--- src/rtl/output_port_uart_tx.sv ---
// Word-wide capture FIFO feeding the output-port UART; count/full/empty come straight from flops.
// Latency: a pushed word is at the head one cycle after its push edge.
// Backpressure: a push while full is ignored; the caller sees full and accounts for the drop.
module sync_fifo #(
    parameter int WIDTH = 16,
    parameter int DEPTH = 4
) (
    input  logic                   clock,
    input  logic                   reset_n,
    input  logic                   push_vld,
    input  logic [WIDTH-1:0]       push_dat,
    input  logic                   pop_rdy,
    output logic [WIDTH-1:0]       head_dat,
    output logic [$clog2(DEPTH):0] count,
    output logic                   full,
    output logic                   empty
);
    localparam int PTR_W = $clog2(DEPTH);

    logic [WIDTH-1:0] mem_q [DEPTH];
    logic [PTR_W-1:0] wr_ptr_q, wr_ptr_d;
    logic [PTR_W-1:0] rd_ptr_q, rd_ptr_d;
    logic [PTR_W:0]   count_q, count_d;
    logic             push_ok;
    logic             pop_ok;

    // Occupancy is tracked by a count, so wrapped pointers never alias empty and full.
    assign full     = (count_q == (PTR_W+1)'(DEPTH));
    assign empty    = (count_q == '0);
    assign count    = count_q;
    assign head_dat = mem_q[rd_ptr_q];

    always_comb begin
        push_ok  = push_vld && !full;
        pop_ok   = pop_rdy && !empty;
        wr_ptr_d = wr_ptr_q;
        rd_ptr_d = rd_ptr_q;
        count_d  = count_q;
        if (push_ok) begin
            wr_ptr_d = wr_ptr_q + 1'b1;
        end
        if (pop_ok) begin
            rd_ptr_d = rd_ptr_q + 1'b1;
        end
        case ({push_ok, pop_ok})
            2'b10:   count_d = count_q + 1'b1;
            2'b01:   count_d = count_q - 1'b1;
            default: count_d = count_q;
        endcase
    end

    always_ff @(posedge clock or negedge reset_n) begin
        if (!reset_n) begin
            wr_ptr_q <= '0;
            rd_ptr_q <= '0;
            count_q  <= '0;
        end else begin
            wr_ptr_q <= wr_ptr_d;
            rd_ptr_q <= rd_ptr_d;
            count_q  <= count_d;
        end
    end

    always_ff @(posedge clock) begin
        if (push_ok) begin
            mem_q[wr_ptr_q] <= push_dat;
        end
    end
endmodule

// Serializes each captured 16-bit output word as two 8N1 bytes, low byte first.
// Latency: word written into an empty, idle port drives the start bit one cycle later.
// Backpressure: none upstream; writes to a full FIFO are dropped and flagged in overflow.
module output_port_uart_tx #(
    parameter int CLKS_PER_BIT = 16,
    parameter int FIFO_DEPTH   = 4
) (
    input  logic                        clock,
    input  logic                        reset_n,
    input  logic                        wr_en,
    input  logic [15:0]                 wr_data,
    input  logic                        ovf_clr,
    output logic                        tx,
    output logic                        busy,
    output logic                        full,
    output logic [$clog2(FIFO_DEPTH):0] fifo_count,
    output logic                        overflow
);
    localparam int                BAUD_W    = $clog2(CLKS_PER_BIT);
    localparam logic [BAUD_W-1:0] BAUD_LAST = BAUD_W'(CLKS_PER_BIT - 1);

    typedef enum logic [1:0] {IDLE, START, DATA, STOP} state_t;

    state_t            state_q, state_d;
    logic [BAUD_W-1:0] baud_q, baud_d;
    logic [2:0]        bit_q, bit_d;
    logic              byte_sel_q, byte_sel_d;
    logic [7:0]        shift_q, shift_d;
    logic [7:0]        hi_q, hi_d;
    logic              tx_q, tx_d;
    logic              ovf_q, ovf_d;
    logic              pop;
    logic              fifo_empty;
    logic [15:0]       head_dat;

    sync_fifo #(
        .WIDTH (16),
        .DEPTH (FIFO_DEPTH)
    ) u_fifo (
        .clock    (clock),
        .reset_n  (reset_n),
        .push_vld (wr_en),
        .push_dat (wr_data),
        .pop_rdy  (pop),
        .head_dat (head_dat),
        .count    (fifo_count),
        .full     (full),
        .empty    (fifo_empty)
    );

    assign tx       = tx_q;
    assign overflow = ovf_q;
    assign busy     = (state_q != IDLE) || !fifo_empty;

    // A drop uses full as seen before the edge, so it beats both a same-cycle pop and ovf_clr.
    always_comb begin
        ovf_d = ovf_q;
        if (wr_en && full) begin
            ovf_d = 1'b1;
        end else if (ovf_clr) begin
            ovf_d = 1'b0;
        end
    end

    // tx_d carries the line level of the state being entered, keeping tx a pure flop output.
    always_comb begin
        state_d    = state_q;
        baud_d     = baud_q;
        bit_d      = bit_q;
        byte_sel_d = byte_sel_q;
        shift_d    = shift_q;
        hi_d       = hi_q;
        tx_d       = tx_q;
        pop        = 1'b0;
        case (state_q)
            IDLE: begin
                tx_d = 1'b1;
                if (!fifo_empty) begin
                    pop        = 1'b1;
                    shift_d    = head_dat[7:0];
                    hi_d       = head_dat[15:8];
                    byte_sel_d = 1'b0;
                    baud_d     = '0;
                    state_d    = START;
                    tx_d       = 1'b0;
                end
            end
            START: begin
                if (baud_q == BAUD_LAST) begin
                    baud_d  = '0;
                    bit_d   = '0;
                    state_d = DATA;
                    tx_d    = shift_q[0];
                end else begin
                    baud_d = baud_q + 1'b1;
                end
            end
            DATA: begin
                if (baud_q == BAUD_LAST) begin
                    baud_d = '0;
                    if (bit_q == 3'd7) begin
                        state_d = STOP;
                        tx_d    = 1'b1;
                    end else begin
                        bit_d   = bit_q + 1'b1;
                        shift_d = {1'b0, shift_q[7:1]};
                        tx_d    = shift_q[1];
                    end
                end else begin
                    baud_d = baud_q + 1'b1;
                end
            end
            STOP: begin
                if (baud_q == BAUD_LAST) begin
                    baud_d = '0;
                    if (!byte_sel_q) begin
                        byte_sel_d = 1'b1;
                        shift_d    = hi_q;
                        state_d    = START;
                        tx_d       = 1'b0;
                    end else begin
                        state_d = IDLE;
                        tx_d    = 1'b1;
                    end
                end else begin
                    baud_d = baud_q + 1'b1;
                end
            end
            default: begin
                state_d = IDLE;
                tx_d    = 1'b1;
            end
        endcase
    end

    always_ff @(posedge clock or negedge reset_n) begin
        if (!reset_n) begin
            state_q    <= IDLE;
            baud_q     <= '0;
            bit_q      <= '0;
            byte_sel_q <= 1'b0;
            shift_q    <= '0;
            hi_q       <= '0;
            tx_q       <= 1'b1;
            ovf_q      <= 1'b0;
        end else begin
            state_q    <= state_d;
            baud_q     <= baud_d;
            bit_q      <= bit_d;
            byte_sel_q <= byte_sel_d;
            shift_q    <= shift_d;
            hi_q       <= hi_d;
            tx_q       <= tx_d;
            ovf_q      <= ovf_d;
        end
    end
endmodule

--- config.mk ---
export PLATFORM = sky130hd
export DESIGN_NAME = output_port_uart_tx
export DESIGN_NICKNAME = d
export VERILOG_FILES = /design/src/rtl/output_port_uart_tx.sv
export SDC_FILE = /design/constraint.sdc
export NUM_CORES = 1
export LEC_CHECK = 0
export ABC_AREA = 1
export CAP_MARGIN = 30
export CORE_MARGIN = 2
export CORE_UTILIZATION = 45
export DETAILED_ROUTE_END_ITERATION = 16
export GPL_TIMING_DRIVEN = 0
export MAX_ROUTING_LAYER = met4
export PLACE_DENSITY_LB_ADDON = 0.15
export SLEW_MARGIN = 20
export SYNTH_ARGS = -nofsm -noshare
export SYNTH_HDL_FRONTEND = slang
export SYNTH_SLANG_ARGS = --single-unit
--- constraint.sdc ---
create_clock -name clock -period 4.3 [get_ports clock]
set_clock_uncertainty 0.2 [all_clocks]
set_input_delay 1.29 -clock clock [delete_from_list [all_inputs] [get_ports clock]]
set_output_delay 1.29 -clock clock [all_outputs]
set_load 0.02 [all_outputs]
==> flow_summary.json, run 1 <==
{
  "cts_sinks": 99,
  "vias": 3002,
  "clk-insertion-delay-late_ns": 0.36,
  "yosysWarnings": 0,
  "synth_top_area_share_pct": 42.7,
  "grt_use_total_pct": 17.5,
  "wl_mm": 8.64,
  "synth_edf_count": 64,
  "timing.rr.start": "state_q[0]",
  "worstHoldStart": "bit_q[0]",
  "gr-total-overflow": 0,
  "final_net_count": 526,
  "synth_area_um2": 4500,
  "synth_top_area_cell": "edfxtp_1",
  "port-buffer-count": 26,
  "start_util_pct": 46.2,
  "cp_max_fo": 5,
  "final-max-slew-violation-count": 0,
  "dieHeight_um": 104,
  "cts_buffers": 9,
  "postCtsSetupBuffers": 0,
  "whs_ns": 0.295,
  "fill_cells": 925,
  "cp_data_arrival_time_ns": 2.09,
  "grt_max_degree": 20,
  "via_per_inst": 4.77,
  "ant_nets": 0,
  "die_area_um2": 10800,
  "synth_ff_type": "edfxtp_1",
  "rsz0062_at_grt": "false",
  "power_density_nw_per_um2": 433,
  "placed_cells": 614,
  "period_needed_ns": 3.58,
  "clk_pin_slew_ns": 0.10,
  "outcome": "complete, no violations",
  "start_kind": "register",
  "worstHoldEndpoint": "bit_q[0]",
  "holdPathStages": 1,
  "yosysUniqueCellTypes": 29,
  "area_growth_pct": 16.4,
  "clk_path_buf_depth": 2,
  "final_core_util_pct": 53.8,
  "synthTopCellsByArea": "edfxtp_1 43%, dfrtp_1 19%, nand2_1 9.4%",
  "postSynth.asyncResetShare_pct": 35.4,
  "n_antenna_cell": 0,
  "drc": 0,
  "drive_above_1_share_pct": 10.9,
  "antenna_found_initial": 0,
  "synthCells": 450,
  "row_count": 36,
  "crit_required_ns": 2.81,
  "drtPass1Iterations": 4,
  "yosysSeqAreaShare_pct": 62.3,
  "gp_congestion": 0.826,
  "h-tree-depth": 3,
  "hold_buffers": 0,
  "maxCapViolations": 0,
  "cts_root_buf": "clkbuf_8",
  "synth_area_per_cell_um2": 9.99,
  "hold_viol": 0,
  "setup_viol": 0,
  "grt_pass1_wl_mm": 14.2,
  "coreArea_um2": 9730,
  "worst-setup-path-type": "reg -> out",
  "reg2reg_setup_slack_ns": 1.67,
  "synth_most_common_cell": "nand2_1",
  "post-route-period-util_pct": 83.3,
  "synthTopCellsByCount": "112 x nand2_1, 70 x inv_1, 64 x edfxtp_1, 52 x o21ai_0, 35 x nor2_1",
  "hp-class": "reg -> reg",
  "drtIter0Drc": 117,
  "dp_hpwl_mm": 5.94,
  "fmax_mhz": 279,
  "cts_resized": 0,
  "final_cells": 630,
  "synth-seq-cells": 99,
  "synth_fp_nets": 484,
  "cts_tree": "done",
  "r2r_end": "u_fifo.count[2]",
  "slew_headroom_pct": 70.7,
  "post_drt_wl_per_cell_um": 13.7,
  "die_width_um": 104,
  "worst-slew-pin-transition_ns": 0.440,
  "fin_setup_tns_ns": 0,
  "first_global_vias": 2836,
  "reg2regPathDepth": 11,
  "crit_path_end_kind": "primary output",
  "irDropWorstVdd_v": 0.000256,
  "pin_count": 27,
  "leakagePower_nw": 2.29
}
[power by group]
part / leakage, nW / total (mW) / switching, mW / internal, mW
sequential: 1.01 / 1.22 / 0.0466 / 1.17
combinational: 1.17 / 0.382 / 0.237 / 0.145
clock: 0.108 / 0.662 / 0.329 / 0.333
[layout by cell type, fill, tap and decap left out]
cell / n
nand2_1: 112
inv_1: 70
edfxtp_1: 64
o21ai_0: 52
dfrtp_1: 34
nor2_1: 31
clkdlybuf4s50_1: 25
nand3_1: 23
ha_1: 13
clkbuf_8: 9
nor2_2: 7
o21ai_1: 7
buf_2: 6
buf_4: 5
xor2_1: 5
nand2_2: 4
buf_6: 4
inv_2: 2
a21oi_1: 2
bufinv_16: 2
clkinvlp_4: 2
buf_8: 2
clkinv_1: 1
nand3_2: 1
nand2_4: 1
o21ai_4: 1
nor2_8: 1
or2_2: 1
o31ai_1: 1
o21ai_2: 1
xnor2_1: 1
o22ai_1: 1
fa_1: 1
clkinv_2: 1
inv_8: 1
inv_6: 1
buf_16: 1
dfstp_2: 1
[worst max-delay path: stages (launching register included)]
cell,delay [ns]
dfrtp_1,0.44
inv_1,0.14
ha_1,0.29
nand3_1,0.25
clkdlybuf4s50_1,0.61
[sequential cells by signal (all words and copies together), names as in the netlist]
register	cells
baud_q	4
bit_q	3
byte_sel_q	1
hi_q	8
overflow	1
shift_q	8
state_q	2
tx	1
u_fifo.count	3
u_fifo.mem_q	64
u_fifo.rd_ptr_q	2
u_fifo.wr_ptr_q	2
[worst max path at each step]
stage / startpoint / to
floorplan: wr_en / u_fifo.mem_q[0][0]
global placement: wr_en / u_fifo.mem_q[1][4]
detailed placement: wr_en / u_fifo.count[2]
CTS: state_q[0] / busy
global route: state_q[0] / busy
finish: state_q[0] / busy
[cell families after synthesis]
| family | after synthesis | share of synthesized area, % |
|---|---|---|
| AND/OR/NAND/NOR | 181 | 16.9 |
| flip-flops | 99 | 62.3 |
| buffers and inverters | 85 | 7.99 |
| AO/OA/AOI/OAI | 65 | 7.65 |
| adder cells (fa/ha/maj) | 14 | 4.06 |
| XOR/XNOR | 6 | 1.17 |
[area by class of cell]
| class | count | area [um2] | share of cell area [%] |
|---|---|---|---|
| repair buffers | 31 | 335 | 6.41 |
| plain buffers | 12 | 85.1 | 1.63 |
| flip-flops and latches | 99 | 2800 | 53.5 |
| clock inverters | 7 | 100 | 1.91 |
| well taps | 133 | 166 | 3.18 |
| clock buffers | 9 | 124 | 2.37 |
| inverters | 73 | 274 | 5.24 |
| multi-input cells | 266 | 1350 | 25.8 |
[metrics by stage]
stage / setup slack [ns] / power, mW / area [um2]
2_1_floorplan: 1.61 / 1.45 / 4500
3_3_place_gp: 0.520 / 1.59 / 4920
3_5_place_dp: 1.04 / 1.63 / 5010
4_1_cts: 0.689 / 2.29 / 5230
5_1_grt: 0.574 / 2.38 / 5230
6_report: 0.719 / 2.26 / 5230
[layer usage]
layer  global-route usage, %  wire length [um]  share of wire, %
met4                    6.18               116               1.3
met2                    26.5              4130                48
met5                       -                 0                 0
met3                    3.51               216               2.5
met1                    23.6              4180                48
Power figures use the tool's default switching activity.
==> run 2, diff against run 1 <==
clock period = 3.25 ns   (was 4.3 ns; I/O delays follow)
==> run 2 against run 1 <==
Utilization hardly changed. Via count stayed put. Register-to-register slack worse by 1.0 ns. Sequential share of layout area hardly changed. Largest power group unchanged. Non-clock buffer count stayed put. Cell count stayed put. Wire length hardly changed. Flip-flop and latch count stayed put. Clock-buffer cell count stayed put. Final area hardly changed. Global-route usage stayed put. Total power is 32% higher.
==> flow_summary.json, run 2 (synthesis gave the netlist of run 1 again) <==
{
  "crit_required_ns": 2.07,
  "period_needed_ns": 3.05,
  "grt_max_degree": 20,
  "row_count": 36,
  "reg2reg_setup_slack_ns": 0.62,
  "timing.rr.start": "state_q[0]",
  "start_util_pct": 46.2,
  "dieHeight_um": 104,
  "hold_viol": 0,
  "worstHoldStart": "bit_q[0]",
  "cp_max_fo": 5,
  "wl_mm": 8.64,
  "ant_nets": 0,
  "drive_above_1_share_pct": 10.9,
  "crit_start": "state_q[0]",
  "cts_tree": "done",
  "coreArea_um2": 9730,
  "gr-total-overflow": 0,
  "post_drt_wl_per_cell_um": 13.7,
  "cts_buffers": 9,
  "outcome": "complete, no violations",
  "slew_headroom_pct": 70.7,
  "final_common_cell": "nand2_1",
  "n_antenna_cell": 0,
  "cp-endpoint": "busy",
  "power_density_nw_per_um2": 573,
  "cts_sinks": 99,
  "vias": 3002,
  "rsz0062_at_grt": "false",
  "worst-slew-pin-transition_ns": 0.440,
  "gp_congestion": 0.826,
  "reg2regPathDepth": 11,
  "holdPathStages": 1,
  "pin_count": 27,
  "drc": 0,
  "h-tree-depth": 3,
  "grt_use_total_pct": 17.5,
  "setup_viol": 0,
  "clk-insertion-delay-late_ns": 0.36,
  "dp_hpwl_mm": 5.94,
  "hp-class": "reg -> reg",
  "cp_data_arrival_time_ns": 1.87,
  "largest_reg_flops": 64,
  "via_per_inst": 4.77,
  "fmax_mhz": 328,
  "cts_root_buf": "clkbuf_8",
  "maxCapViolations": 0,
  "dpl-instance-area_um2": 5010,
  "worst-setup-path-type": "reg -> out",
  "irDropWorstVdd_v": 0.000339,
  "regMostFlops": "u_fifo.mem_q",
  "stdcell_area_um2": 5230,
  "crit_path_end_kind": "primary output",
  "start_kind": "register",
  "final_cells": 630,
  "whs_ns": 0.295,
  "drtPass1Iterations": 4,
  "clk_pin_slew_ns": 0.10,
  "r2r_end": "u_fifo.count[2]",
  "die_width_um": 104,
  "drtIter0Drc": 117,
  "die_area_um2": 10800,
  "post-route-period-util_pct": 93.7,
  "antenna_found_initial": 0,
  "final-max-slew-violation-count": 0,
  "first_global_vias": 2836,
  "largestRegisters": "u_fifo.mem_q: 64 flops, hi_q: 8 flops, shift_q: 8 flops",
  "final_net_count": 526,
  "leakagePower_nw": 2.29,
  "layout_common_cells": "112 x nand2_1, 70 x inv_1, 64 x edfxtp_1",
  "grt_pass1_wl_mm": 14.2,
  "clk_path_buf_depth": 2,
  "port-buffer-count": 26,
  "placed_cells": 614,
  "area_growth_pct": 16.3
}
-- run 2: final cells by class --
type                       instances  area, um2
timing repair buffer              31        334
multi-input combinational        266       1350
fill                             926       4500
tap                              133        166
clock inverter                     7        100
clock buffer                       9        124
inverter                          73        274
buffer                            12       85.1
sequential                        99       2800
-- run 2: how the worst min path moves through the flow --
stage / to
final: bit_q[0]
after detailed placement: bit_q[0]
after CTS: bit_q[0]
after floorplan: hi_q[7]
after global placement: hi_q[7]
after global routing: tx
-- run 2: report_power, final --
group	total (mW)	internal [mW]	switching [mW]
registers	1.61	1.55	0.0617
logic	0.505	0.192	0.313
clock network	0.876	0.440	0.436
-- run 2: through the flow --
stage	setup WS, ns	total power [mW]	TNS, ns	utilization [%]
6_report	0.203	3.00	0	53.8
5_1_grt	0.0614	3.14	0	53.8
4_1_cts	0.174	3.03	0	53.8
3_5_place_dp	0.301	2.16	0	51.5
3_3_place_gp	-0.215	2.10	-11.61	50.6
2_1_floorplan	0.880	1.91	0	-
-- run 2: repair_timing --
item / 4_1_cts / 5_1_grt
setup buffers: 0 / 0
hold buffers: 0 / 0
gates resized for setup: 1 / 0
endpoints found under the setup margin: 1 / 0
-- run 2: worst max-delay path, stage by stage, from the launching register on --
cell and delay (ns):
dfrtp_1 0.44, inv_1 0.14, ha_1 0.29, nand3_1 0.25, dlygate4sd2_1 0.40
-- run 2: per-layer routing --
layer  GRT usage (%)  routed length (um)  vias to the layer above
li1                -                   -                     1530
met1            23.6                4180                     1429
met2            26.5                4130                       33
met3            3.51                 216                       10
met4            6.18                 116                        0
met5               -                   0                        -
==> edit, RTL diff (flow settings as in run 2) <==
Re-encode `state_t` (4 states) as one-hot, 4 bits wide.
--- a/src/rtl/output_port_uart_tx.sv
+++ b/src/rtl/output_port_uart_tx.sv
@@ -91,3 +91,3 @@
 
-    typedef enum logic [1:0] {IDLE, START, DATA, STOP} state_t;
+    typedef enum logic [3:0] {IDLE = 4'b0001, START = 4'b0010, DATA = 4'b0100, STOP = 4'b1000} state_t;
 
Formal check against the unedited RTL: no difference found for any inputs over 10 cycles, from zero or initial values and one cycle with reset_n low; not proved beyond that.
==> edit against run 2 <==
- worst setup slack gained 200 ps
- sequential cell count up 2
- area after synthesis shrank 0.47%
- routed wire length increased by 3.4%
- first-iteration DRC count rose by 23%
- count of clock-buffer cells in the layout grew 1
- design area is 1.1% lower
Power is not compared: it rests on default switching activity, and its combinational part moved more than twofold at a synthesized area within 25%.
==> edit: results (changes against run 2) <==
| Metric | Value |
|---|---|
| NonClk Buf Share | `8.079% (was 8.014%)` |
| Buffers, non-clock | `44 (was 43)` |
| Cell count after placement | `607 (was 614)` |
| Critical-path maximum fanout | `7 (was 5)` |
| M1 WL | `4078 um (was 4177 um)` |
| # resized after CTS | `0 (was 1)` |
| Nets | `514 (was 526)` |
| Adder-cell share of the synthesized area | `2.685% (was 4.063%)` |
| Number of global-route vias before repair | `3029 (was 2836)` |
| Met1 usage | `23.79% (was 23.59%)` |
| Crit-path leading delay family | `simple AND/OR/NAND/NOR gates (was buffers and inverters)` |
| Synthesis-stage register bit count | `101 (was 99)` |
| Leading post-synthesis cells by instance count | `154 x nand2_1, 64 x edfxtp_1, 35 x dfrtp_1, 35 x nor2_1, 31 x o21ai_0 (was 112 x nand2_1, 70 x inv_1, 64 x edfxtp_1)` |
| WL/cell | `14.34 um (was 13.72 um)` |
| Cells after Synth | `443 (was 450)` |
| Inverters, non-clock | `31 (was 73)` |
| 1st-iter DRT viols | `144 (was 117)` |
| Total track usage | `18.48% (was 17.47%)` |
| Final HPWL DP | `6365 um (was 5943 um)` |
| Status | `finished, final reports clean (unchanged)` |
| First-pass GRT wire length | `15030 um (was 14240 um)` |
| Compound-Gate Fraction of Synth Area | `5.257% (was 7.654%)` |
| Area Growth Syn to Fin | `15.60% (was 16.34%)` |
| Met2 Use GR | `29.80% (was 26.50%)` |
| Syn_nets | `472 (was 484)` |
| Clkbuf count | `10 (was 9)` |
| Largest net degree at the start of global routing | `21 (was 20)` |
| Met2 wire length | `4426 um (was 4132 um)` |
| Clock-cell share | `3.556% (was 4.282%)` |
| Main area contributors after synthesis | `edfxtp_1 43%, dfrtp_1 20%, nand2_1 13% (was edfxtp_1 43%, dfrtp_1 19%, nand2_1 9.4%)` |
| GR Util met3 | `3.335% (was 3.509%)` |
| Netlist cell types | `27 (was 29)` |
| Share of layout cells above drive strength 1 | `12.65% (was 10.87%)` |
==> edit: changes by cell type after synthesis, sizes merged, moves of 2 or more <==
| cell | before | now |
|---|---|---|
| nand2 | 117 | 160 |
| o21ai | 61 | 35 |
| clkbuf | 0 | 4 |
| buf | 12 | 9 |
| nand4 | 0 | 3 |
| nor2 | 39 | 44 |
| xor2 | 5 | 3 |
| nand3 | 24 | 31 |
| inv | 72 | 31 |
| o22ai | 1 | 8 |
| ha | 13 | 8 |
==> edit: worst paths after layout <==
check / from / endpoint / slack (ps) / cells after the start
max in group asynchronous: reset_n / hi_q[7] / 2040 / 2
worst max-delay path: u_fifo.count[1] / busy / 400 / 5
worst min-delay path: shift_q[6] / shift_q[6] / 280 / 2
worst min register to register: shift_q[6] / shift_q[6] / 280 / 2
worst max register to register: state_q[3] / u_fifo.count[2] / 820 / 10
min in group asynchronous: reset_n / u_fifo.count[0] / 340 / 1
